--- src/rtl/regfile_pkg.sv ---
// Shared definitions for the register file and its write-back scheduler.
// Holds the architectural register count, index/data widths and the
// matching convenience types so every block agrees on them.
package regfile_pkg;

  localparam int NREGS = 32;
  localparam int AW    = $clog2(NREGS);
  localparam int DW    = 32;

  typedef logic [AW-1:0] reg_idx_t;
  typedef logic [DW-1:0] word_t;

endpackage

--- src/rtl/rr_arbiter.sv ---
// Combinational round-robin arbiter.
// Grants the first asserted request found when scanning upward from ptr,
// wrapping past N-1 back to 0. The pointer itself is owned by the parent.
// Ports:
//   req     : request vector, one bit per requester
//   ptr     : requester index with highest priority this cycle
//   grant   : one-hot grant (all zero when no request is asserted)
//   gnt_idx : index of the granted requester (0 when nothing is granted)
module rr_arbiter #(
  parameter int N = 3,
  localparam int PW = (N > 1) ? $clog2(N) : 1
) (
  input  logic [N-1:0]  req,
  input  logic [PW-1:0] ptr,
  output logic [N-1:0]  grant,
  output logic [PW-1:0] gnt_idx
);

  int idx;

  // Walk the priority offsets from the farthest back to the nearest, so the
  // last hit overwritten into grant/gnt_idx is the one closest to ptr. This
  // keeps the grant one-hot without a separate "already found" flag.
  always_comb begin
    grant   = '0;
    gnt_idx = '0;
    idx     = 0;
    for (int i = N - 1; i >= 0; i--) begin
      idx = int'(ptr) + i;
      if (idx >= N) begin
        idx = idx - N;
      end
      if (req[PW'(idx)]) begin
        grant            = '0;
        grant[PW'(idx)]  = 1'b1;
        gnt_idx          = PW'(idx);
      end
    end
  end

endmodule

--- src/rtl/regfile_wb_sched.sv ---
// Write-back scheduler for the register file.
// Shares the single register-file write port between NREQ requesters with
// round-robin arbitration, registers the winning write into the register
// file's write port, and tracks a per-register busy scoreboard so issue can
// stall on RAW (hazard) and WAW (rsv_ready) conflicts.
// Ports:
//   clk, rst_n          : clock, asynchronous active-low reset
//   req_valid/ready     : per-requester handshake (ready is one-hot or zero)
//   req_rd/req_data     : per-requester destination register and data
//   rsv_valid/rd/ready  : issue-stage reservation of a destination register
//   rs1, rs2, hazard    : source registers in issue and their stall flag
//   rf_regwrite/rd/writedata : register-file write port
module regfile_wb_sched #(
  parameter int NREQ  = 3,
  parameter int NREGS = 32,
  parameter int AW    = 5,
  parameter int DW    = 32
) (
  input  logic                      clk,
  input  logic                      rst_n,
  input  logic [NREQ-1:0]           req_valid,
  output logic [NREQ-1:0]           req_ready,
  input  logic [NREQ-1:0][AW-1:0]   req_rd,
  input  logic [NREQ-1:0][DW-1:0]   req_data,
  input  logic                      rsv_valid,
  input  logic [AW-1:0]             rsv_rd,
  output logic                      rsv_ready,
  input  logic [AW-1:0]             rs1,
  input  logic [AW-1:0]             rs2,
  output logic                      hazard,
  output logic                      rf_regwrite,
  output logic [AW-1:0]             rf_rd,
  output logic [DW-1:0]             rf_writedata
);

  import regfile_pkg::*;

  localparam int PW = $clog2(NREQ);

  logic [PW-1:0]    rr_ptr;
  logic [PW-1:0]    gnt_idx;
  logic [NREQ-1:0]  grant;
  logic             xfer;
  logic [AW-1:0]    xfer_rd;
  logic [DW-1:0]    xfer_data;
  logic [NREGS-1:0] busy;
  logic [NREGS-1:0] busy_nxt;
  logic             rsv_take;

  rr_arbiter #(
    .N(NREQ)
  ) u_arb (
    .req    (req_valid),
    .ptr    (rr_ptr),
    .grant  (grant),
    .gnt_idx(gnt_idx)
  );

  // The grant is only exposed while out of reset; the arbiter's grant only
  // ever covers valid requesters, so any grant bit is also a transfer.
  assign req_ready = rst_n ? grant : '0;
  assign xfer      = |req_ready;
  assign xfer_rd   = req_rd[gnt_idx];
  assign xfer_data = req_data[gnt_idx];

  // A reservation for a busy register is refused, which stalls WAW. x0 is
  // never busy so it is always accepted and never marked.
  assign rsv_ready = !busy[rsv_rd];
  assign rsv_take  = rsv_valid && rsv_ready && (rsv_rd != '0);

  // Stall issue while a source is still owed a write, and for one more
  // cycle while that write is sitting on the register-file port: the file
  // only holds the new value after the following edge.
  assign hazard = busy[rs1] | busy[rs2] |
                  (rf_regwrite && ((rf_rd == rs1) || (rf_rd == rs2)));

  // Scoreboard next state: clear for the accepted write first, then apply a
  // new reservation so that a same-edge set/clear leaves the register busy.
  always_comb begin
    busy_nxt = busy;
    if (xfer) begin
      busy_nxt[xfer_rd] = 1'b0;
    end
    if (rsv_take) begin
      busy_nxt[rsv_rd] = 1'b1;
    end
    busy_nxt[0] = 1'b0;
  end

  // Round-robin pointer moves just past the winner on every transfer, which
  // gives each requester a turn at least once every NREQ accepted writes.
  always_ff @(posedge clk or negedge rst_n) begin
    if (!rst_n) begin
      rr_ptr <= '0;
    end else if (xfer) begin
      rr_ptr <= (gnt_idx == PW'(NREQ - 1)) ? '0 : gnt_idx + PW'(1);
    end
  end

  // Write stage: the accepted request drives the register-file port for one
  // cycle. Writes to x0 are consumed but never raise the write enable.
  always_ff @(posedge clk or negedge rst_n) begin
    if (!rst_n) begin
      rf_regwrite  <= 1'b0;
      rf_rd        <= '0;
      rf_writedata <= '0;
    end else if (xfer) begin
      rf_regwrite  <= (xfer_rd != '0);
      rf_rd        <= xfer_rd;
      rf_writedata <= xfer_data;
    end else begin
      rf_regwrite  <= 1'b0;
    end
  end

  // Busy scoreboard register.
  always_ff @(posedge clk or negedge rst_n) begin
    if (!rst_n) begin
      busy <= '0;
    end else begin
      busy <= busy_nxt;
    end
  end

endmodule
--- config.mk ---
export PLATFORM = sky130hd
export DESIGN_NAME = regfile_wb_sched
export DESIGN_NICKNAME = d
export VERILOG_FILES = /design/src/rtl/regfile_pkg.sv /design/src/rtl/rr_arbiter.sv /design/src/rtl/regfile_wb_sched.sv
export SDC_FILE = /design/constraint.sdc
export NUM_CORES = 1
export LEC_CHECK = 0
export ABC_AREA = 1
export BUFFER_PORTS_ARGS = -buffer_cell sky130_fd_sc_hd__buf_2
export CORE_MARGIN = 2
export CORE_UTILIZATION = 45
export CTS_CLUSTER_DIAMETER = 30
export DETAILED_ROUTE_END_ITERATION = 8
export GPL_TIMING_DRIVEN = 0
export PLACE_DENSITY_LB_ADDON = 0.1
export SYNTH_ARGS = -nofsm -noshare
export SYNTH_HDL_FRONTEND = slang
export SYNTH_SLANG_ARGS = --single-unit
export TNS_END_PERCENT = 1
--- constraint.sdc ---
create_clock -name clk -period 3.8 [get_ports clk]
set_clock_uncertainty 0.05 [all_clocks]
set_input_delay 0.57 -clock clk [delete_from_list [all_inputs] [get_ports clk]]
set_output_delay 0.57 -clock clk [all_outputs]
set_load 0.01 [all_outputs]
======== Word level (Yosys, flattened, before mapping) ========
Cells that the tools add are included.
cells by class
  add/subtract/negate cells ............... 6
  reductions and logical operators ........ 13
  equal/unequal tests ..................... 3
  multiplexer cells ....................... 43
  bitwise gates (word level) .............. 5
  $lt $le $gt $ge ......................... 16
operators with widths
  kind                   count
  $mux W32               3
  $bmux W32 S2           1
  $and A32 B32 Y32       1
  $not A32 Y32           1
  $or A32 B32 Y32        1
  $lt A5 B6 Y1 const B   4
  $bmux W1 S5            3
  $mux W1                15
  $mux W2                7
  $lt A2 B4 Y1 const B   3
  $mux W3                4
  $bmux W5 S2            1
  $demux W1 S5           2
  $eq A5 B5 Y1           2
  $ge A5 B1 Y1 const B   2
  $reduce_bool A5 Y1     2
  $logic_and A1 B1 Y1    8
  $bmux W1 S2            3
  $demux W1 S2           3
  $ge A2 B1 Y1 const B   3
  $ge A3 B2 Y1 const B   2
  $mux W5                1
  $sub A2 B1 Y2 const B  2
  $add A2 B1 Y3 const B  1
  other kinds (10)       11
word-level totals
  output and inout port bits .............. 43
  word-level logic and storage cells ...... 91
  flip-flop bits (word level) ............. 71

======== Logic depth before layout (Yosys ltp) ========
  depth after elaboration ................. 20
  mapped depth ............................ 18
  depth with buffers taken out ............ 18

======== By module ========
From an unflattened synthesis, not the netlist that was laid out.
unflattened totals
  cells, all modules ...................... 780
  area, all modules ....................... 5,042.3 sq um
by module, submodules not included
  module            sequential area each (sq um)  area each (sq um)  cells an instance  times used
  regfile_wb_sched  1,776.7                       4,798.4            729                1
  rr_arbiter        0.0                           244.0              51                 1

======== Worst setup path after synthesis ========
Ideal clock, no wire load.
  kind .................................... flip-flop to output port
  start ................................... reg rr_ptr[0]
  end ..................................... out req_ready[1]
  setup slack ............................. 1.503 ns
  path buffers ............................ 1
  data required time ...................... 3.180 ns
  cell stages (with the launch flop) ...... 12
  arrival time ............................ 1.677 ns
  cells stage by stage .................... dfrtp_1 -> inv_1 -> ha_1 -> inv_2 -> nand2_1 -> nand2_1 -> nand2_1 -> nand2_2 -> o21ai_4 -> nand3_2 -> inv_1 -> buf_2
on the way
  longest elaborated chain between the ends .. 11
RTL lines
  what                                                                line                                text
  from (decl)                                                         regfile_wb_sched.sv:40              logic [PW-1:0] rr_ptr;
  from (signal assigned)                                              regfile_wb_sched.sv:96              rr_ptr <= (gnt_idx == PW'(NREQ - 1)) ? '0 : gnt_idx + PW'(1);
  $add A2 B2 Y3                                                       rr_arbiter.sv:29                    idx = int'(ptr) + i;
  $ge A3 B2 Y1 or $sub A2 B1 Y2 (tied branches)                       rr_arbiter.sv:30, rr_arbiter.sv:31
  $mux W2                                                             rr_arbiter.sv:30                    if (idx >= N) begin
  $lt A2 B4 Y1 (not written as such) or $ge A2 B1 Y1 (tied branches)  rr_arbiter.sv:35                    grant[PW'(idx)] = 1'b1;
  $logic_and A1 B1 Y1 (not written as such)                           rr_arbiter.sv:35
  $mux W1 (not written as such)                                       rr_arbiter.sv:35
  $demux W1 S2                                                        n/a
  $mux W3 (2 in a row)                                                rr_arbiter.sv:33                    if (req[PW'(idx)]) begin
  $mux W3 *                                                           rr_arbiter.sv:33
  $mux W3 *                                                           regfile_wb_sched.sv:61              assign req_ready = rst_n ? grant : '0;
  to (decl)                                                           regfile_wb_sched.sv:22              output logic [NREQ-1:0] req_ready,
Mark *: on every way between the ends. The rest lies on a longest branch, timed or not. The select of a mux whose other input is x is not followed.

======== Final worst setup path ========
Ends and elaborated chain as after synthesis.

==> qor.yml <==
status: "completed"
rows: 38
relSlewSlack: 0.634
gp_congestion: 0.928
rsz0062_at_grt: "no"
layout-drive-gt1-share: 0.273
yosys.cell_types.count: 39
async_reset_ff_frac: 1.00
finalSetupViolCount: 0
finalHoldViolCount: 0
timing.hold.ws_ps: 37.8
tightest_slew_ps: 545
grt_pass1_vias: 5333
synthCells: 703
p_total_uw: 5870
start_util: 0.458
clk_latency_ps: 340
fmax_mhz: 320
grt_max_degree: 61
core_area_mm2: 0.0107
min_path_type: "in -> async"
path_common_cell: "nand2_1"
cap_viol_max_count: 0
synth_common_cells: "nand2_1 (262), dfrtp_1 (71), inv_1 (48)"
drt-initial-drc-count: 389
worstPathArrival_ps: 2510
drt_pass1_iterations: 5
total_leakage_power_uw: 0.00321
yosysTopAreaCell: "dfrtp_1"
dpl.hpwl_mm: 12.4
diodes: 0
cts_root_buffer: "clkbuf_8"
endpoint_kind: "output pin"
fillers: 1053
numPortBuffers: 171
powerDensity_mw_per_mm2: 943
fin_util: 0.579
grt_usage: 0.277
path_clk_slew_ps: 80
avgRoutedWirePerCell_um: 15.3
place_ws_ps: 1060
fin_ws_ps: 673
critical_path.slowest_cell: "dfrtp_1"
period_share: 0.823
synth_edf_count: 0
cp-start-kind: "register"
ys.flop_type: "dfrtp_1"
syn_avg_cell_area_um2: 7.00
grt_pass1_wl_mm: 25.3
synth_area_mm2: 0.00492
drt_wl_total_mm: 15.8
critical_path.top_delay_family: "buffers and inverters"
layout_min_cycle_time_ps: 3130
ant_nets: 0
dieWidth_um: 109
die_h_um: 109
die_area_mm2: 0.0118
slowest_delay_ps: 380
cts_buffer_depth: 2
synth_warnings: 0
path_cells: "inv_1 > ha_1 > inv_2 > nand2_1 > nand2_1 > nand2_1 > nand2_2 > o21ai_4 > nand3_2 > inv_1 > buf_2 > buf_2"
yosysSeqAreaShare: 0.361
cts_inserted_buffers: 9
path_class: "reg -> out"
syn2layout_area_growth_pct: 26.5
yosysMostFrequentCell: "nand2_1"
path_buf_inv: 5
vias_per_cell: 5.43
synthDominantCellAreaShare: 0.361
final_max_slew_viol_count: 0
cts_tree: "built"
synth.top_cells.by_area: "dfrtp_1 (36%), nand2_1 (20%), a22oi_1 (5.0%)"
postCtsResizedCells: 0
setup_tns_ps: 0
cts_setup_buffers: 0
cts-htree-levels: 3
ctsHoldBuffers: 0
synth-seq-cells: 71
nNetsFinal: 1022
vias: 5596
ios: 175
cts.sinks: 71
worst-path-max-fanout: 10
worst_ep_required_time_ps: 3180
syn_nets: 839
antenna_found_initial: 0
ir_drop_mv: 0.730
grt-ovfl-total: 0
drc: 0
==> where the power goes <==
part	internal [uW]	switching [uW]
clock	442	287
sequential	1160	327
combinational	1270	2380
==> worst register-to-register path: stages, from the launching register on <==
cell and delay, ps:
dfrtp_1 380, inv_1 90, ha_1 370, inv_2 130, nand3_1 150, o21ai_1 120, nand2_1 70, nand2_2 100
nand2_4 100, inv_2 200, nand2_1 100, nand3_2 150, nand2_2 120, nor2_4 260, nand2_1 120, nand2_1 80
nand2_1 60
==> cell families after synthesis <==
logic type               count (synthesis)  synth area share
XOR/XNOR                                 5           0.00890
AND/OR/NAND/NOR                        386             0.348
AO/OA/AOI/OAI                          150             0.199
adder cells (fa/ha/maj)                  4            0.0102
flip-flops                              71             0.361
buffers and inverters                   87            0.0732
==> registers in the layout (all words and copies together) (netlist names) <==
signal,cells
rf_rd,5
rf_writedata,32
rr_ptr,2
rf_regwrite,1
busy,31
==> final timing paths <==
path / from / endpoint / slack, ps / cells after the start
max: rr_ptr[0]$_DFFE_PN0N_ / req_ready[1] / 670 / 12
min: rst_n / rf_writedata[2]$_DFFE_PN0N_ / 40 / 1
max reg2reg: rr_ptr[0]$_DFFE_PN0N_ / busy[7]$_DFF_PN0_ / 1050 / 16
min reg2reg: busy[3]$_DFF_PN0_ / busy[3]$_DFF_PN0_ / 430 / 2
max in group asynchronous: rst_n / busy[8]$_DFF_PN0_ / 3100 / 2
min in group clk: req_data[42] / rf_writedata[10]$_DFFE_PN0N_ / 410 / 3
==> area by class of cell <==
type                    instances  area, um^2  area share
plain buffers                  29         143      0.0229
flip-flops and latches         71        1780       0.285
repair buffers                172         886       0.142
clock inverters                 2        60.1     0.00965
multi-input cells             545        2780       0.447
clock buffers                  14         183      0.0293
inverters                      58         218      0.0350
well taps                     140         175      0.0281
==> cell usage in the layout (no fill, tap or decap), types with 10 or more instances in the layout <==
master | synthesis | layout
clkbuf_8 | 0 | 13
nor2_1 | 37 | 37
buf_2 | 12 | 182
inv_1 | 48 | 48
a21oi_1 | 32 | 32
a22o_1 | 12 | 12
nand2_1 | 262 | 262
inv_2 | 10 | 10
o21ai_0 | 37 | 37
a22oi_1 | 33 | 33
clkbuf_1 | 13 | 14
a41oi_1 | 13 | 13
nand3_1 | 42 | 42
dfrtp_1 | 71 | 71
==> metal layers <==
metal	GRT usage	part of all wire	vias to the layer above
met5	0	0	-
met4	0.0998	0.025	0
met3	0.0398	0.075	34
met2	0.460	0.47	274
met1	0.367	0.43	2575
li1	-	-	2713
==> stage by stage <==
stage / area [um^2] / cells
floorplan: 4920 / 703
global placement: 5950 / 1014
detailed placement: 5980 / 1015
CTS: 6220 / 1031
global route: 6220 / 1031
finish: 6220 / 1031
(Power assumes the default switching activity.)
